**src/rtl/lmb_bram_if_ctrl_if.sv**
```systemverilog
// ============================================================================
// lmb_bram_if_ctrl_if : LMB request/response bus and BRAM port bundle
// Rev 1.0
// ============================================================================
`default_nettype none

interface lmb_bram_if_ctrl_if #(
  parameter int C_LMB_AWIDTH = 32,
  parameter int C_LMB_DWIDTH = 32,
  parameter int C_NUM_WE     = 4
) ();
  logic [0:C_LMB_AWIDTH-1] LMB_ABus;
  logic                    LMB_AddrStrobe;
  logic                    LMB_ReadStrobe;
  logic                    LMB_WriteStrobe;
  logic [0:C_NUM_WE-1]     LMB_BE;
  logic [0:C_LMB_DWIDTH-1] LMB_WriteDBus;
  logic [0:C_LMB_DWIDTH-1] Sl_DBus;
  logic                    Sl_Ready;
  logic                    BRAM_EN;
  logic [0:C_NUM_WE-1]     BRAM_WEN;
  logic [0:C_LMB_AWIDTH-1] BRAM_Addr;
  logic [0:C_LMB_DWIDTH-1] BRAM_Dout;
  logic [0:C_LMB_DWIDTH-1] BRAM_Din;

  // Controller side: consumes LMB requests and BRAM read data.
  modport slave (
    input  LMB_ABus, LMB_AddrStrobe, LMB_ReadStrobe, LMB_WriteStrobe,
    input  LMB_BE, LMB_WriteDBus, BRAM_Din,
    output Sl_DBus, Sl_Ready, BRAM_EN, BRAM_WEN, BRAM_Addr, BRAM_Dout
  );

  // Bus master / BRAM side.
  modport master (
    output LMB_ABus, LMB_AddrStrobe, LMB_ReadStrobe, LMB_WriteStrobe,
    output LMB_BE, LMB_WriteDBus, BRAM_Din,
    input  Sl_DBus, Sl_Ready, BRAM_EN, BRAM_WEN, BRAM_Addr, BRAM_Dout
  );
endinterface

`default_nettype wire

```
**src/rtl/lmb_bram_if_ctrl.sv**
```systemverilog
// ============================================================================
// lmb_bram_if_ctrl : LMB slave in front of one BRAM port, with access counters
// Rev 1.0
// ============================================================================
`default_nettype none

module lmb_bram_if_ctrl #(
  parameter logic [31:0] C_BASEADDR   = 32'h0000_0000,
  parameter logic [31:0] C_HIGHADDR   = 32'h0000_3FFF,
  parameter int          C_LMB_AWIDTH = 32,
  parameter int          C_LMB_DWIDTH = 32,
  parameter int          C_NUM_WE     = 4,
  parameter int          C_REG_RDATA  = 0
) (
  input  logic                  LMB_Clk,
  input  logic                  LMB_Rst_N,
  lmb_bram_if_ctrl_if.slave     lmb,
  input  logic                  Cnt_Clr,
  output logic [15:0]           Rd_Count,
  output logic [15:0]           Wr_Count,
  output logic                  Proto_Err
);

  localparam logic [C_LMB_AWIDTH-1:0] WIN_MASK  = C_LMB_AWIDTH'(C_HIGHADDR - C_BASEADDR);
  localparam logic [C_LMB_AWIDTH-1:0] BASE      = C_LMB_AWIDTH'(C_BASEADDR);
  localparam logic [C_LMB_AWIDTH-1:0] ADDR_MASK = WIN_MASK & ~(C_LMB_AWIDTH'(3));
  localparam bit                      REG_RD    = (C_REG_RDATA != 0);
  localparam logic [15:0]             CNT_MAX   = 16'hFFFF;

  typedef enum logic [1:0] {
    IDLE = 2'd0,
    CAPT = 2'd1,
    RESP = 2'd2
  } state_t;

  state_t                  state;
  state_t                  next_state;
  logic                    resp_read;
  logic [0:C_LMB_DWIDTH-1] capt_data;

  logic hit;
  logic qual;
  logic can_accept;
  logic accept;
  logic is_write;
  logic is_read;
  logic err_set;

  // Request decode. A strobe with both qualifiers is treated as a write.
  always_comb begin
    hit        = ((lmb.LMB_ABus & ~WIN_MASK) == BASE);
    qual       = lmb.LMB_ReadStrobe | lmb.LMB_WriteStrobe;
    can_accept = !REG_RD || (state == IDLE);
    accept     = lmb.LMB_AddrStrobe & hit & qual & can_accept;
    is_write   = lmb.LMB_WriteStrobe;
    is_read    = lmb.LMB_ReadStrobe & ~lmb.LMB_WriteStrobe;
    err_set    = lmb.LMB_AddrStrobe &
                 (~can_accept |
                  (hit & can_accept & ~qual) |
                  (accept & lmb.LMB_ReadStrobe & lmb.LMB_WriteStrobe));
  end

  always_comb begin
    next_state = state;
    case (state)
      IDLE:    if (accept) next_state = REG_RD ? CAPT : RESP;
      CAPT:    next_state = RESP;
      RESP:    next_state = (accept && !REG_RD) ? RESP : IDLE;
      default: next_state = IDLE;
    endcase
  end

  always_ff @(posedge LMB_Clk or negedge LMB_Rst_N) begin
    if (!LMB_Rst_N) begin
      state     <= IDLE;
      resp_read <= 1'b0;
      capt_data <= '0;
    end else begin
      state <= next_state;
      if (accept) begin
        resp_read <= is_read;
      end
      if (state == CAPT) begin
        capt_data <= resp_read ? lmb.BRAM_Din : '0;
      end
    end
  end

  // Counters saturate; a clear wins over a same-cycle increment.
  always_ff @(posedge LMB_Clk or negedge LMB_Rst_N) begin
    if (!LMB_Rst_N) begin
      Rd_Count  <= '0;
      Wr_Count  <= '0;
      Proto_Err <= 1'b0;
    end else begin
      if (Cnt_Clr) begin
        Rd_Count <= '0;
        Wr_Count <= '0;
      end else begin
        if (accept && is_read && (Rd_Count != CNT_MAX)) begin
          Rd_Count <= Rd_Count + 16'd1;
        end
        if (accept && is_write && (Wr_Count != CNT_MAX)) begin
          Wr_Count <= Wr_Count + 16'd1;
        end
      end
      if (err_set) begin
        Proto_Err <= 1'b1;
      end
    end
  end

  assign lmb.BRAM_EN   = accept;
  assign lmb.BRAM_WEN  = (accept && is_write) ? lmb.LMB_BE : '0;
  assign lmb.BRAM_Addr = lmb.LMB_ABus & ADDR_MASK;
  assign lmb.BRAM_Dout = lmb.LMB_WriteDBus;

  // Sl_DBus is zero outside a response so several slaves can share an OR-bus.
  assign lmb.Sl_Ready = (state == RESP);
  assign lmb.Sl_DBus  = (state != RESP) ? '0 :
                        REG_RD          ? capt_data :
                        resp_read       ? lmb.BRAM_Din : '0;

endmodule

`default_nettype wire

```
**src/flat_wrapper.sv**
```systemverilog
// flat-port wrapper written by rule: the top's interface ports become plain ports
module lmb_bram_if_ctrl_flat 
#(
  parameter logic [31:0] C_BASEADDR   = 32'h0000_0000,
  parameter logic [31:0] C_HIGHADDR   = 32'h0000_3FFF,
  parameter int          C_LMB_AWIDTH = 32,
  parameter int          C_LMB_DWIDTH = 32,
  parameter int          C_NUM_WE     = 4,
  parameter int          C_REG_RDATA  = 0
)
  (LMB_Clk, LMB_Rst_N, Cnt_Clr, Rd_Count, Wr_Count, Proto_Err, lmb_LMB_ABus, lmb_LMB_AddrStrobe, lmb_LMB_ReadStrobe, lmb_LMB_WriteStrobe, lmb_LMB_BE, lmb_LMB_WriteDBus, lmb_BRAM_Din, lmb_Sl_DBus, lmb_Sl_Ready, lmb_BRAM_EN, lmb_BRAM_WEN, lmb_BRAM_Addr, lmb_BRAM_Dout);
  lmb_bram_if_ctrl_if #(.C_LMB_AWIDTH(C_LMB_AWIDTH), .C_LMB_DWIDTH(C_LMB_DWIDTH), .C_NUM_WE(C_NUM_WE)) lmb_i ();
  input  logic LMB_Clk;
  input  logic LMB_Rst_N;
  input  logic Cnt_Clr;
  output logic [15:0] Rd_Count;
  output logic [15:0] Wr_Count;
  output logic Proto_Err;
  input wire logic [$bits(lmb_i.LMB_ABus)-1:0] lmb_LMB_ABus;
  input wire logic [$bits(lmb_i.LMB_AddrStrobe)-1:0] lmb_LMB_AddrStrobe;
  input wire logic [$bits(lmb_i.LMB_ReadStrobe)-1:0] lmb_LMB_ReadStrobe;
  input wire logic [$bits(lmb_i.LMB_WriteStrobe)-1:0] lmb_LMB_WriteStrobe;
  input wire logic [$bits(lmb_i.LMB_BE)-1:0] lmb_LMB_BE;
  input wire logic [$bits(lmb_i.LMB_WriteDBus)-1:0] lmb_LMB_WriteDBus;
  input wire logic [$bits(lmb_i.BRAM_Din)-1:0] lmb_BRAM_Din;
  output wire logic [$bits(lmb_i.Sl_DBus)-1:0] lmb_Sl_DBus;
  output wire logic [$bits(lmb_i.Sl_Ready)-1:0] lmb_Sl_Ready;
  output wire logic [$bits(lmb_i.BRAM_EN)-1:0] lmb_BRAM_EN;
  output wire logic [$bits(lmb_i.BRAM_WEN)-1:0] lmb_BRAM_WEN;
  output wire logic [$bits(lmb_i.BRAM_Addr)-1:0] lmb_BRAM_Addr;
  output wire logic [$bits(lmb_i.BRAM_Dout)-1:0] lmb_BRAM_Dout;
  assign lmb_i.LMB_ABus = lmb_LMB_ABus;
  assign lmb_i.LMB_AddrStrobe = lmb_LMB_AddrStrobe;
  assign lmb_i.LMB_ReadStrobe = lmb_LMB_ReadStrobe;
  assign lmb_i.LMB_WriteStrobe = lmb_LMB_WriteStrobe;
  assign lmb_i.LMB_BE = lmb_LMB_BE;
  assign lmb_i.LMB_WriteDBus = lmb_LMB_WriteDBus;
  assign lmb_i.BRAM_Din = lmb_BRAM_Din;
  assign lmb_Sl_DBus = lmb_i.Sl_DBus;
  assign lmb_Sl_Ready = lmb_i.Sl_Ready;
  assign lmb_BRAM_EN = lmb_i.BRAM_EN;
  assign lmb_BRAM_WEN = lmb_i.BRAM_WEN;
  assign lmb_BRAM_Addr = lmb_i.BRAM_Addr;
  assign lmb_BRAM_Dout = lmb_i.BRAM_Dout;
  lmb_bram_if_ctrl #(.C_BASEADDR(C_BASEADDR), .C_HIGHADDR(C_HIGHADDR), .C_LMB_AWIDTH(C_LMB_AWIDTH), .C_LMB_DWIDTH(C_LMB_DWIDTH), .C_NUM_WE(C_NUM_WE), .C_REG_RDATA(C_REG_RDATA)) u_core (.LMB_Clk(LMB_Clk), .LMB_Rst_N(LMB_Rst_N), .lmb(lmb_i), .Cnt_Clr(Cnt_Clr), .Rd_Count(Rd_Count), .Wr_Count(Wr_Count), .Proto_Err(Proto_Err));
endmodule
```
**config.mk**
```make
export PLATFORM = sky130hd
export DESIGN_NAME = lmb_bram_if_ctrl_flat
export DESIGN_NICKNAME = d
export VERILOG_FILES = /design/src/rtl/lmb_bram_if_ctrl_if.sv /design/src/rtl/lmb_bram_if_ctrl.sv /design/src/flat_wrapper.sv
export SDC_FILE = /design/constraint.sdc
export NUM_CORES = 1
export LEC_CHECK = 0
export CAP_MARGIN = 20
export CORE_AREA = 2 2 93 95
export DETAILED_ROUTE_END_ITERATION = 10
export DIE_AREA = 0 0 95 97
export HOLD_SLACK_MARGIN = 0.15
export PLACE_DENSITY = 0.95
export SYNTH_ARGS = -nofsm -noshare
export SYNTH_HDL_FRONTEND = slang
export SYNTH_SLANG_ARGS = --single-unit
```
**constraint.sdc**
```tcl
create_clock -name LMB_Clk -period 3.24 [get_ports LMB_Clk]
set_input_delay 0.324 -clock LMB_Clk [delete_from_list [all_inputs] [get_ports LMB_Clk]]
set_output_delay 0.324 -clock LMB_Clk [all_outputs]
set_load 0.005 [all_outputs]
```
## After elaboration in Yosys (flattened, before gate mapping)

Index checks and enable logic that the tools add are counted.
W data, S select, Z words.

- Input port bits: 106
- Logic and storage cells: 42
- Register bits after elaboration: 36
- Output and inout port bits: 135

- $add $sub $neg: 2
- Reductions and logical operators: 8
- Equality and inequality tests: 6
- Bitwise operators: 11
- Muxes and demuxes: 10

Operators by type and width:

| kind | count |
|---|---|
| $mux W16 | 4 |
| $mux W32 | 2 |
| $add A16 B1 Y16 const B | 2 |
| $logic_not A32 Y1 | 1 |
| $ne A16 B16 Y1 const B | 2 |
| $and A1 B1 Y1 | 7 |
| $pmux W2 S3 | 1 |
| $logic_and A1 B1 Y1 | 4 |
| $mux W2 | 2 |
| $mux W4 | 1 |
| $reduce_bool A2 Y1 | 2 |
| $eq A2 B1 Y1 const B | 1 |
| $eq A2 B2 Y1 const B | 1 |
| $logic_not A2 Y1 | 1 |
| $ne A2 B1 Y1 const B | 1 |
| $ne A2 B2 Y1 const B | 1 |
| $not A1 Y1 | 2 |
| $or A1 B1 Y1 | 2 |

## Longest topological paths before layout

Gate-level depths: netlist of the first run.

- Word-level depth: 7
- Gate-level depth with buffers: 8
- Gate-level depth less buffers: 6

## Worst setup path before layout of the first run

Ideal clock, no wire load.

- Kind: register to register
- From: register u_core.Wr_Count[0]
- To: register u_core.Wr_Count[5]
- Arrival time: 1804 ps
- Buffers on the path: 0
- Required time: 3112 ps
- Path slack: 1309 ps
- Period minus slack after synthesis: 1931 ps
- Library setup time: 128 ps
- Stages on the path, launching flop included: 7
- Cell sequence: dfrtp_1 -> ha_1 -> inv_1 -> or4_4 -> o211ai_4 -> nor4_1 -> mux2_1

- Cells in the longest elaborated chain, start to end: 3
- Elaborated cells between the ends (all ways): 6
- Those cells by class: 1 x add/sub; 1 x eq/ne; 2 x mux; 2 x reduce/logical

Ends and longest elaborated chain:

| what | RTL line | source |
|---|---|---|
| start, declared | lmb_bram_if_ctrl.sv:20 | `output logic [15:0] Wr_Count,` |
| start signal, assigned | lmb_bram_if_ctrl.sv:104 | `Wr_Count <= Wr_Count + 16'd1;` |
| $add A16 B1 Y16 or $ne A16 B16 Y1 (tied branches) | lmb_bram_if_ctrl.sv:104, lmb_bram_if_ctrl.sv:103 |  |
| $mux W16 or $logic_and A1 B1 Y1 (tied branches) | lmb_bram_if_ctrl.sv:103 | `if (accept && is_write && (Wr_Count != CNT_MAX)) begin` |
| $mux W16 or $reduce_bool A2 Y1 (tied branches) | n/a |  |

Parallel ways exist; a longest one is shown, timed or not. The select of a mux whose other input is x is not followed.
A chain may end at the register's enable or synchronous reset.

## Worst setup path after layout of the first run

- From: input lmb_LMB_ABus[20]
- To: output lmb_BRAM_EN

- Cells in the longest elaborated chain, start to end: 3

Ends and longest elaborated chain:

| what | RTL line | source |
|---|---|---|
| start, declared | flat_wrapper.sv:19 | `input wire logic [$bits(lmb_i.LMB_ABus)-1:0] lmb_LMB_ABus;` |
| $logic_not A32 Y1 | lmb_bram_if_ctrl.sv:51 | `hit = ((lmb.LMB_ABus & ~WIN_MASK) == BASE);` |
| $and A1 B1 Y1 (2 in series) | lmb_bram_if_ctrl.sv:54 | `accept = lmb.LMB_AddrStrobe & hit & qual & can_accept;` |
| end, declared | flat_wrapper.sv:28 | `output wire logic [$bits(lmb_i.BRAM_EN)-1:0] lmb_BRAM_EN;` |

Every way passes these cells.

==> results of run 1 <==
stage by stage:
step / utilization, % / cells / power (mW) / cell area (µm²)
after floorplan: - / 340 / 0.524 / 2790
after global placement: 45.3 / 498 / 0.557 / 3680
after detailed placement: 45.3 / 498 / 0.559 / 3680
after CTS: 46.3 / 506 / 0.867 / 3760
after global routing: 46.3 / 506 / 0.895 / 3760
final: 46.3 / 506 / 0.860 / 3760
cell type report:
type	count	area [µm²]
clock buffers	7	76.3
well taps	105	131
clock inverters	1	5.00
fillers	756	4370
flip-flops and latches	35	876
multi-input cells	221	1340
repair buffers	132	1320
inverters	5	18.8
registers in the layout (all words and copies together), names as in the netlist:
register / flops
u_core.state: 1
u_core.Proto_Err: 1
u_core.Rd_Count: 16
u_core.Wr_Count: 16
u_core.resp_read: 1
synthesized netlist by cell type (3+ instances only):
master and n:
nand3_1 12, or3_1 18, nand4_1 8, and3_1 38
inv_1 5, dfrtp_1 35, nor3_1 3, nand2_1 12
nor4_1 5, or4_1 3, and2_1 3, o21ai_0 15
nor2b_1 4, nor2_1 14, clkbuf_1 11, or2_2 3
o21a_1 3, o21ai_1 4, buf_4 65, a21oi_1 24
per-layer routing:
layer | part of all wire, % | GRT usage, %
met2 | 44 | 31.0
met1 | 44 | 29.8
met5 | 0 | 0
met4 | 0.51 | 2.23
met3 | 12 | 7.94
kinds of logic after synthesis:
| group | count (synthesis) |
|---|---|
| AND/OR/NAND/NOR | 136 |
| adder cells (fa/ha/maj) | 2 |
| other | 1 |
| AO/OA/AOI/OAI | 55 |
| XOR/XNOR | 3 |
| buffers and inverters | 84 |
| multiplexers | 5 |
| flip-flops | 35 |
worst max-delay path, cell delays in order:
cell and delay (ns):
clkdlybuf4s50_1 0.46, nor4_2 0.33, and4_1 0.48, and2_1 0.26, o21a_1 0.14, clkdlybuf4s50_1 0.49
power by group:
group	total [mW]	switching [mW]	internal, mW
combinational	0.115	0.0465	0.0681
sequential	0.437	0.0000104	0.437
clock	0.309	0.158	0.151
cell usage in the layout (no fill, tap or decap), types with 3 or more instances in the layout:
cell type / synthesis / routed
a21oi_1: 24 / 24
and2_1: 3 / 3
and3_1: 38 / 38
clkbuf_8: 0 / 5
clkdlybuf4s50_1: 0 / 130
conb_1: 1 / 20
dfrtp_1: 35 / 35
inv_1: 5 / 5
nand2_1: 12 / 12
nand3_1: 12 / 12
nand4_1: 8 / 8
nor2_1: 14 / 14
nor2b_1: 4 / 4
nor3_1: 3 / 3
nor4_1: 5 / 5
o21a_1: 3 / 3
o21ai_0: 15 / 15
o21ai_1: 4 / 4
or2_2: 3 / 3
or3_1: 18 / 18
or4_1: 3 / 3
path summary, 6_finish.rpt:
path | startpoint | to | slack, ns | cells past startpoint
worst max-delay path | lmb_LMB_ABus[20] | lmb_BRAM_EN | 0.44 | 6
worst min-delay path | LMB_Rst_N | u_core.Rd_Count[11] | 0.46 | 2
worst max register to register | u_core.Wr_Count[0] | u_core.Wr_Count[5] | 1.00 | 6
worst min register to register | u_core.Proto_Err | u_core.Proto_Err | 0.49 | 1
max in group asynchronous | LMB_Rst_N | u_core.Wr_Count[11] | 2.45 | 2
min in group LMB_Clk | u_core.Proto_Err | u_core.Proto_Err | 0.49 | 1
==> key figures, run 1 <==
Run status
  • Status: completed

Yosys
  • Synth area leaders: dfrtp_1 (32%), buf_4 (18%), and3_1 (8.7%)
  • Ys flop type: dfrtp_1
  • Post-synthesis mux area share: 1.98%
  • Post-Synth Adder-Cell Area: less than 1%
  • Post-synth EDFFs: 0
  • Post-synth top area cell: dfrtp_1
  • Xor and xnor fraction of the mapped netlist area: less than 1%
  • Fraction of registers with async set/reset: between 90% and 100%
  • #FFs+latches synth: 35
  • Post-synthesis cell type count: 46
  • Largest family of logic cells by synthesized area: simple AND/OR/NAND/NOR gates
  • Syn Std Cell Area: around 2700 µm²
  • Syn Inst Count: between 300 and 400
  • Simple logic cell fraction of the synthesized area: between 30 and 40%
  • Synth Area in Compound Gates: around an eighth
  • Syn_area_per_cell: 8.47 µm²
  • Yosys warns: 0
  • Synth top area share: 32.2%
  • Sequential area share after synthesis: between 30% and 40%

Drt
  • Initial drt markers: 147
  • Detail Route Antenna Nets: 0
  • First-pass DRT Iterations: 4
  • Wirelength, routed: 9950 µm
  • Vias/cell: approximately 5.3
  • Avg WL per Cell: a little under 20 µm
  • Remaining DRCs: 0
  • Vias: 2692

GRT
  • Overall routing resource usage: between 20% and 30%
  • Initial antenna violation count: 2
  • Total grt overflow: 0
  • Largest net degree at the start of global routing: 36
  • Vias in the first global route: 2587
  • First-pass GRT wire length: between 10000 and 15000 µm

Power
  • Total leakage power: between 1.5 and 2 nW
  • VDD IR max: about 170 µV
  • PD cells: about 230 nW/µm²

Floorplan
  • Die area: about 9200 µm²
  • Std cell rows: 33
  • Die Width: 95 µm
  • Core Footprint: between 8000 and 9000 µm²
  • Starting Density: about a third
  • Die height: about 97 µm
  • Ports: 241

Clocking
  • CTS Buf Count: 5
  • Clock latency on the worst-skew pair: between 0.2 and 0.3 ns
  • Num Clock Sinks: 35
  • H-tree Lvls: 2
  • Post-CTS Setup Inserts: 0
  • Root Driver: clkbuf_8
  • Worst-path clk slew: approximately 0.070 ns
  • Resize count post-CTS: 0
  • CTS tree: done
  • Cts hold-fix bufs: 0
  • Bufs on Longest Clock Path: 2

STA
  • Worst Tran Pin Value: ~0.82 ns
  • F_max: about 0.36 GHz
  • RSZ-0062 raised after global routing: no
  • Clock Skews: approximately 0.0093 ns
  • Setup slack after layout: around 0.44 ns
  • Setup TNS: 0 ns
  • Final Setup Violations: 0
  • Crit share post-route: ~87%
  • WHS: around 0.46 ns
  • Final Max Tran Viols: 0
  • Relative slew slack: a little under half
  • Minimum clock period: 2.80 ns
  • Final hold violations: 0

Worst setup path
  • Critical Path End Type: output port
  • Worst setup SP type: input pin
  • CP max FO: 8
  • Crit Path Class: in -> out
  • Critical Path AT: ~2.5 ns
  • Req. time, crit path: roughly 3 ns

Cells and area
  • Layout cells sized above 1: 4.99%
  • Inserted Diodes: 0
  • Area grow syn2layout: 38.4%
  • Final nets: between 500 and 600

Run
  • Max Cap Violations: 0

Place
  • Place WS: 0.457 ns
  • RePlAce Congestion: a little under 1
  • # port buffers: 130
  • Hpwl dp: ~8000 µm

Worst hold path
  • Tightest Hold Check Type: in -> async
No activity file was read; power rests on OpenSTA's default activity.
==> inputs of run 2 (changes only) <==
--- a/config.mk
+++ b/config.mk
@@ -6,11 +6,11 @@
 export NUM_CORES = 1
 export LEC_CHECK = 0
 export CAP_MARGIN = 20
-export CORE_AREA = 2 2 93 95
+export CORE_UTILIZATION = 32
+export CTS_CLUSTER_SIZE = 40
 export DETAILED_ROUTE_END_ITERATION = 10
-export DIE_AREA = 0 0 95 97
 export HOLD_SLACK_MARGIN = 0.15
-export PLACE_DENSITY = 0.95
+export PLACE_DENSITY = 0.93
 export SYNTH_ARGS = -nofsm -noshare
 export SYNTH_HDL_FRONTEND = slang
 export SYNTH_SLANG_ARGS = --single-unit
==> constraint.sdc (replaced) <==
create_clock -name LMB_Clk -period 2.6 [get_ports LMB_Clk]
set_input_delay 0.26 -clock LMB_Clk [delete_from_list [all_inputs] [get_ports LMB_Clk]]
set_output_delay 0.26 -clock LMB_Clk [all_outputs]
set_load 0.005 [all_outputs]
==> run 2 against run 1 <==
Total power rose by 40%. Core utilization rose by 0.25 points. Register-to-register slack got worse by 0.70 ns. Critical endpoint unchanged.
==> key figures, run 2 (synthesis results as in run 1) <==
Worst setup path
  • R2r endpoint: u_core.Wr_Count[5]
  • CP max FO: 4 (-4)
  • Cell count of the worst reg-to-reg path: 6 (unchanged)
  • Req. time, crit path: 2.34 ns (-0.58 ns)
  • Crit path top cell by count: clkdlybuf4s50_1
  • Worst path depth: 6 (unchanged)
  • Crit Path Class: in -> out
  • Setup slack, reg-to-reg: 0.30 ns (-0.70 ns)
  • Worst R2R Start: u_core.Wr_Count[0]
  • Worst setup SP type: input pin
  • Delay of the slowest critical-path stage: 0.51 ns (+0.02 ns)
  • Slowest CP cell: clkdlybuf4s50_1
  • Critical Path AT: 2.17 ns (-0.31 ns)
  • Critical-path cell list: clkdlybuf4s50_1 -> nor4_2 -> and4_1 -> and2_1 -> o21a_1 -> clkdlybuf4s50_1
  • Critical Path End Type: output port
  • Crit path max-delay family: buffers and inverters
  • Worst Path Buf+Inv: 2 (unchanged)

Floorplan
  • Core Footprint: 8220 µm² (+1.0%)
  • Ports: 241 (unchanged)
  • Die height: 94.2 µm (-2.9%)
  • Die area: 8870 µm² (-3.8%)
  • Starting Density: 33.1% (-0.34 points)
  • Std cell rows: 33 (unchanged)
  • Die Width: 94.2 µm (-0.87%)

GRT
  • Initial antenna violation count: 0 (-2)
  • Overall routing resource usage: 21.2% (+0.30 points)
  • Vias in the first global route: 2513 (-2.9%)
  • First-pass GRT wire length: 14000 µm (-4.1%)
  • Total grt overflow: 0 (unchanged)
  • Largest net degree at the start of global routing: 36 (unchanged)

Drt
  • Vias: 2622 (-2.6%)
  • Detail Route Antenna Nets: 0 (unchanged)
  • Initial drt markers: 102 (-31%)
  • Wirelength, routed: 9510 µm (-4.4%)
  • First-pass DRT Iterations: 5 (+1)
  • Remaining DRCs: 0 (unchanged)
  • Vias/cell: 5.15 (-3.2%)
  • Avg WL per Cell: 18.7 µm (-5.0%)

Power
  • Total leakage power: 1.57 nW (+2.2%)
  • PD cells: 314 nW/µm² (+37%)
  • VDD IR max: 218 µV (+30%)
  • Total Power: 1.20 mW (+40%)

Run
  • Max Cap Violations: 0 (unchanged)

Place
  • # port buffers: 130 (unchanged)
  • RePlAce Congestion: 0.898 (-6.7%)
  • Hpwl dp: 7460 µm (-4.6%)
  • Dpl cells: 501 (+0.60%)

Clocking
  • Bufs on Longest Clock Path: 2 (unchanged)
  • Root Driver: clkbuf_8
  • CTS Buf Count: 5 (unchanged)
  • Cts hold-fix bufs: 0 (unchanged)
  • Resize count post-CTS: 0 (unchanged)
  • H-tree Lvls: 2 (unchanged)
  • Post-CTS Setup Inserts: 0 (unchanged)
  • Clock latency on the worst-skew pair: 0.28 ns (about the same)
  • Worst-path clk slew: 0.07 ns (about the same)
  • CTS tree: done
  • Num Clock Sinks: 35 (unchanged)

Cells and area
  • Inserted Diodes: 0 (unchanged)
  • Most common cell after layout, fill and taps aside: clkdlybuf4s50_1
  • Area grow syn2layout: 40.5%
  • Final nets: 511 (+0.59%)
  • Post-route insts no fill: 509 (+0.59%)
  • Biggest regs: u_core.Rd_Count: 16 flops, u_core.Wr_Count: 16 flops
  • Layout cells sized above 1: 6.19% (+1.2 points)
  • Commonest cells after routing, fill and taps aside: clkdlybuf4s50_1 (130), and3_1 (38), dfrtp_1 (35)

STA
  • RSZ-0062 raised after global routing: no
  • Crit share post-route: between 90% and 100%
  • Minimum clock period: roughly 2.4 ns
  • WHS: 0.389 ns (-0.0680 ns)
  • Worst Tran Pin Value: 0.797 ns (-0.0220 ns)
  • Final Setup Violations: 0 (unchanged)
  • Final hold violations: 0 (unchanged)
  • Relative slew slack: 46.8% (+1.5 points)
  • Final Max Tran Viols: 0 (unchanged)
  • Clock Skews: 0.00474 ns (-0.00460 ns)
  • F_max: about 0.41 GHz
  • Setup TNS: 0 ns (unchanged)

Run status
  • Status: completed

Worst hold path
  • Tightest Hold Check Type: in -> async
-- run 2: worst max path at each step --
stage | startpoint | end | slack, ns
finish | lmb_LMB_ABus[20] | lmb_BRAM_EN | 0.17
global placement | lmb_LMB_ABus[24] | u_core.Wr_Count[5] | 0.19
floorplan | u_core.Wr_Count[0] | u_core.Wr_Count[5] | 0.67
global route | lmb_LMB_ABus[24] | lmb_BRAM_WEN[1] | 0.11
detailed placement | lmb_LMB_ABus[16] | u_core.Wr_Count[5] | 0.12
CTS | lmb_LMB_ABus[16] | lmb_BRAM_EN | 0.15
-- run 2: area by class of cell --
cell class,count,area (µm²)
Fill cell,794,4400
Multi-Input combinational cell,221,1340
Timing Repair Buffer,135,1340
Sequential cell,35,876
Tap cell,105,131
Clock buffer,6,82.6
Clock inverter,2,35.0
Inverter,5,18.8
-- run 2: power breakdown --
group / total [mW] / internal [mW] / switching (mW) / leakage [nW]
clock: 0.517 / 0.311 / 0.207 / 0.0612
sequential: 0.544 / 0.544 / 0.0000125 / 0.489
combinational: 0.139 / 0.0847 / 0.0544 / 1.02
total: 1.20 / 0.939 / 0.261 / 1.57
-- run 2: worst register-to-register path, cell delays in order, from the launching register on --
cell and delay (ns):
dfrtp_1 0.43, ha_1 0.20, inv_1 0.08, or4_4 0.56, o211ai_4 0.43, nor4_1 0.12, mux2_1 0.35
-- run 2: layer usage --
| metal | global-route usage, % | share of wire, % |
|---|---|---|
| met1 | 26.6 | 42 |
| met2 | 31.9 | 44 |
| met3 | 12.1 | 14 |
| met4 | 3.08 | 0.38 |
| met5 | 0 | 0 |
-- run 2: metrics by stage --
stage	area (µm²)	utilization, %	setup WS [ns]
6_report	3820	46.5	0.168
5_1_grt	3820	46.5	0.106
4_1_cts	3820	46.5	0.151
3_5_place_dp	3700	45.1	0.117
3_3_place_gp	3700	45.1	0.192
2_1_floorplan	2790	-	0.669
==> inputs of run 3 (changes only) <==
--- a/config.mk
+++ b/config.mk
@@ -10,7 +10,7 @@
 export CTS_CLUSTER_SIZE = 40
 export DETAILED_ROUTE_END_ITERATION = 10
 export HOLD_SLACK_MARGIN = 0.15
-export PLACE_DENSITY = 0.93
+export PLACE_DENSITY_LB_ADDON = 0.08
 export SYNTH_ARGS = -nofsm -noshare
 export SYNTH_HDL_FRONTEND = slang
 export SYNTH_SLANG_ARGS = --single-unit
==> run 3 against run 2 <==
Die area unchanged. Worst hold slack gained 0.0021 ns. Non-clock buffer count grew 3. Via count fell by 1.0%. Critical path depth unchanged. Maximum frequency is 1.5% higher. Clock skew decreased by 0.00065 ns. Core utilization decreased by 0.27 points. Final area is 0.59% lower. Cell count increased by 0.20%. Critical path type unchanged. Largest power group unchanged. Highest routed layer unchanged.
==> key figures, run 3 (synthesis results as in run 1) <==
STA
  • Clock Skews: 0.00409 ns (-0.000652 ns)
  • Crit share post-route: 92.1% (-1.4 points)
  • RSZ-0062 raised after global routing: no
  • F_max: 0.418 GHz (+1.5%)
  • Minimum clock period: 2.39 ns (-0.0368 ns)
  • Final Max Tran Viols: 0 (unchanged)
  • Final Setup Violations: 0 (unchanged)
  • Final hold violations: 0 (unchanged)
  • Setup TNS: 0 ns (unchanged)

Place
  • Dpl cells: 504 (+0.60%)
  • RePlAce Congestion: 0.841 (-6.4%)
  • Hpwl dp: 7430 µm (-0.35%)
  • # port buffers: 130 (unchanged)

Floorplan
  • Die area: 8870 µm² (unchanged)
  • Die height: 94.2 µm (unchanged)
  • Core Footprint: 8220 µm² (unchanged)
  • Die Width: 94.2 µm (unchanged)
  • Starting Density: 33.1% (unchanged)
  • Ports: 241 (unchanged)
  • Std cell rows: 33 (unchanged)

Power
  • Total leakage power: 1.56 nW (-0.61%)
  • VDD IR max: 260 µV (+20%)
  • PD cells: 276 nW/µm² (-12%)
  • Total Power: 1.05 mW (-13%)

Clocking
  • Num Clock Sinks: 35 (unchanged)
  • Cts hold-fix bufs: 0 (unchanged)
  • Resize count post-CTS: 0 (unchanged)
  • Bufs on Longest Clock Path: 2 (unchanged)
  • Worst-path clk slew: 0.07 ns (about the same)
  • CTS tree: done
  • H-tree Lvls: 2 (unchanged)
  • Clock latency on the worst-skew pair: 0.28 ns (about the same)
  • Root Driver: clkbuf_8
  • CTS Buf Count: 5 (unchanged)
  • Post-CTS Setup Inserts: 0 (unchanged)

Cells and area
  • Post-route insts no fill: 510 (+0.20%)
  • Most common cell after layout, fill and taps aside: clkdlybuf4s50_1
  • Commonest cells after routing, fill and taps aside: clkdlybuf4s50_1 (130), and3_1 (38), dfrtp_1 (35)
  • Biggest regs: u_core.Rd_Count: 16 flops, u_core.Wr_Count: 16 flops
  • Final nets: 514 (+0.59%)
  • Area grow syn2layout: 39.7%
  • Fillcell total: 822 (+3.5%)
  • Layout cells sized above 1: 6.17% (-0.015 points)
  • Multi-input gate area: 1340 µm² (unchanged)
  • Inserted Diodes: 0 (unchanged)
  • Seq. cell area: 876 µm² (unchanged)

Worst setup path
  • Critical Path AT: 2.13 ns (-0.04 ns)
  • R2r endpoint: u_core.Wr_Count[5]
  • Worst setup SP type: input pin
  • Critical Path End Type: output port
  • Req. time, crit path: 2.34 ns (about the same)
  • Crit path to: lmb_BRAM_WEN[3]
  • Crit path from: lmb_LMB_ABus[20]
  • Crit Path Class: in -> out
  • Worst R2R Start: u_core.Wr_Count[0]
  • CP max FO: 7 (+3)
  • Setup slack, reg-to-reg: 0.41 ns (+0.11 ns)
  • Cell count of the worst reg-to-reg path: 6 (unchanged)

Drt
  • Initial drt markers: 117 (+15%)
  • Remaining DRCs: 0 (unchanged)
  • Wirelength, routed: 9540 µm (+0.34%)
  • First-pass DRT Iterations: 4 (-1)
  • Avg WL per Cell: 18.7 µm (+0.14%)
  • Detail Route Antenna Nets: 0 (unchanged)
  • Vias: 2595 (-1.0%)
  • Vias/cell: 5.09 (-1.2%)

GRT
  • First-pass GRT wire length: 13600 µm (-2.7%)
  • Vias in the first global route: 2292 (-8.8%)
  • Initial antenna violation count: 0 (unchanged)
  • Total grt overflow: 0 (unchanged)
  • Overall routing resource usage: 21.2% (unchanged)
  • Largest net degree at the start of global routing: 36 (unchanged)

Run
  • Max Cap Violations: 0 (unchanged)

Run status
  • Status: completed

Worst hold path
  • Tightest Hold Check Type: in -> async
==> run 3: cell count changes in the layout (fill, tap and decap cells not counted), sizes merged <==
cell	change
clkinv	-1
buf	+3
bufinv	-1
==> run 3: worst min-delay path by stage <==
stage | endpoint | slack (ns) | cells past startpoint
6_report | u_core.Wr_Count[10] | 0.39 | 2
3_3_place_gp | u_core.Proto_Err | 0.51 | 1
3_5_place_dp | u_core.Proto_Err | 0.50 | 1
2_1_floorplan | u_core.Proto_Err | -0.04 | 0
4_1_cts | u_core.Wr_Count[10] | 0.41 | 2
5_1_grt | u_core.Wr_Count[10] | 0.43 | 2
==> run 3: power by group <==
group	leakage [nW]	internal, mW	total [mW]	switching (mW)
sequential	0.489	0.544	0.544	0.00000204
combinational	1.03	0.0856	0.141	0.0558
clock	0.0371	0.179	0.364	0.186
total	1.56	0.809	1.05	0.242
==> run 3: layout make-up <==
| cell class | instances | area share, % |
|---|---|---|
| repair buffers | 138 | 35.8 |
| multi-input cells | 221 | 35.2 |
| flip-flops and latches | 35 | 23.1 |
| inverters | 5 | 0.494 |
| well taps | 105 | 3.46 |
| clock buffers | 6 | 1.91 |
==> run 3: critical path, stage by stage <==
cell	delay, ns
clkdlybuf4s50_1	0.44
nor4_2	0.31
and4_1	0.26
buf_4	0.16
and3_1	0.18
clkdlybuf4s50_1	0.51
==> run 3: stage by stage <==
step	setup slack [ns]	utilization (%)	instance area, µm²	hold slack (ns)
after floorplan	0.669	-	2790	-0.0356
after global placement	0.196	45.3	3730	0.508
after detailed placement	0.192	45.3	3730	0.495
after CTS	0.192	46.2	3800	0.414
after global routing	0.0640	46.2	3800	0.427
final	0.205	46.2	3800	0.391
==> run 3: metal layers <==
layer / track usage, % / vias to the layer above / routed length [µm]
met1: 29.3 / 1223 / 4340
met5: 0 / - / 0
met2: 28.4 / 129 / 3760
met4: 3.72 / 0 / 73
li1: - / 1232 / -
met3: 11.9 / 11 / 1370
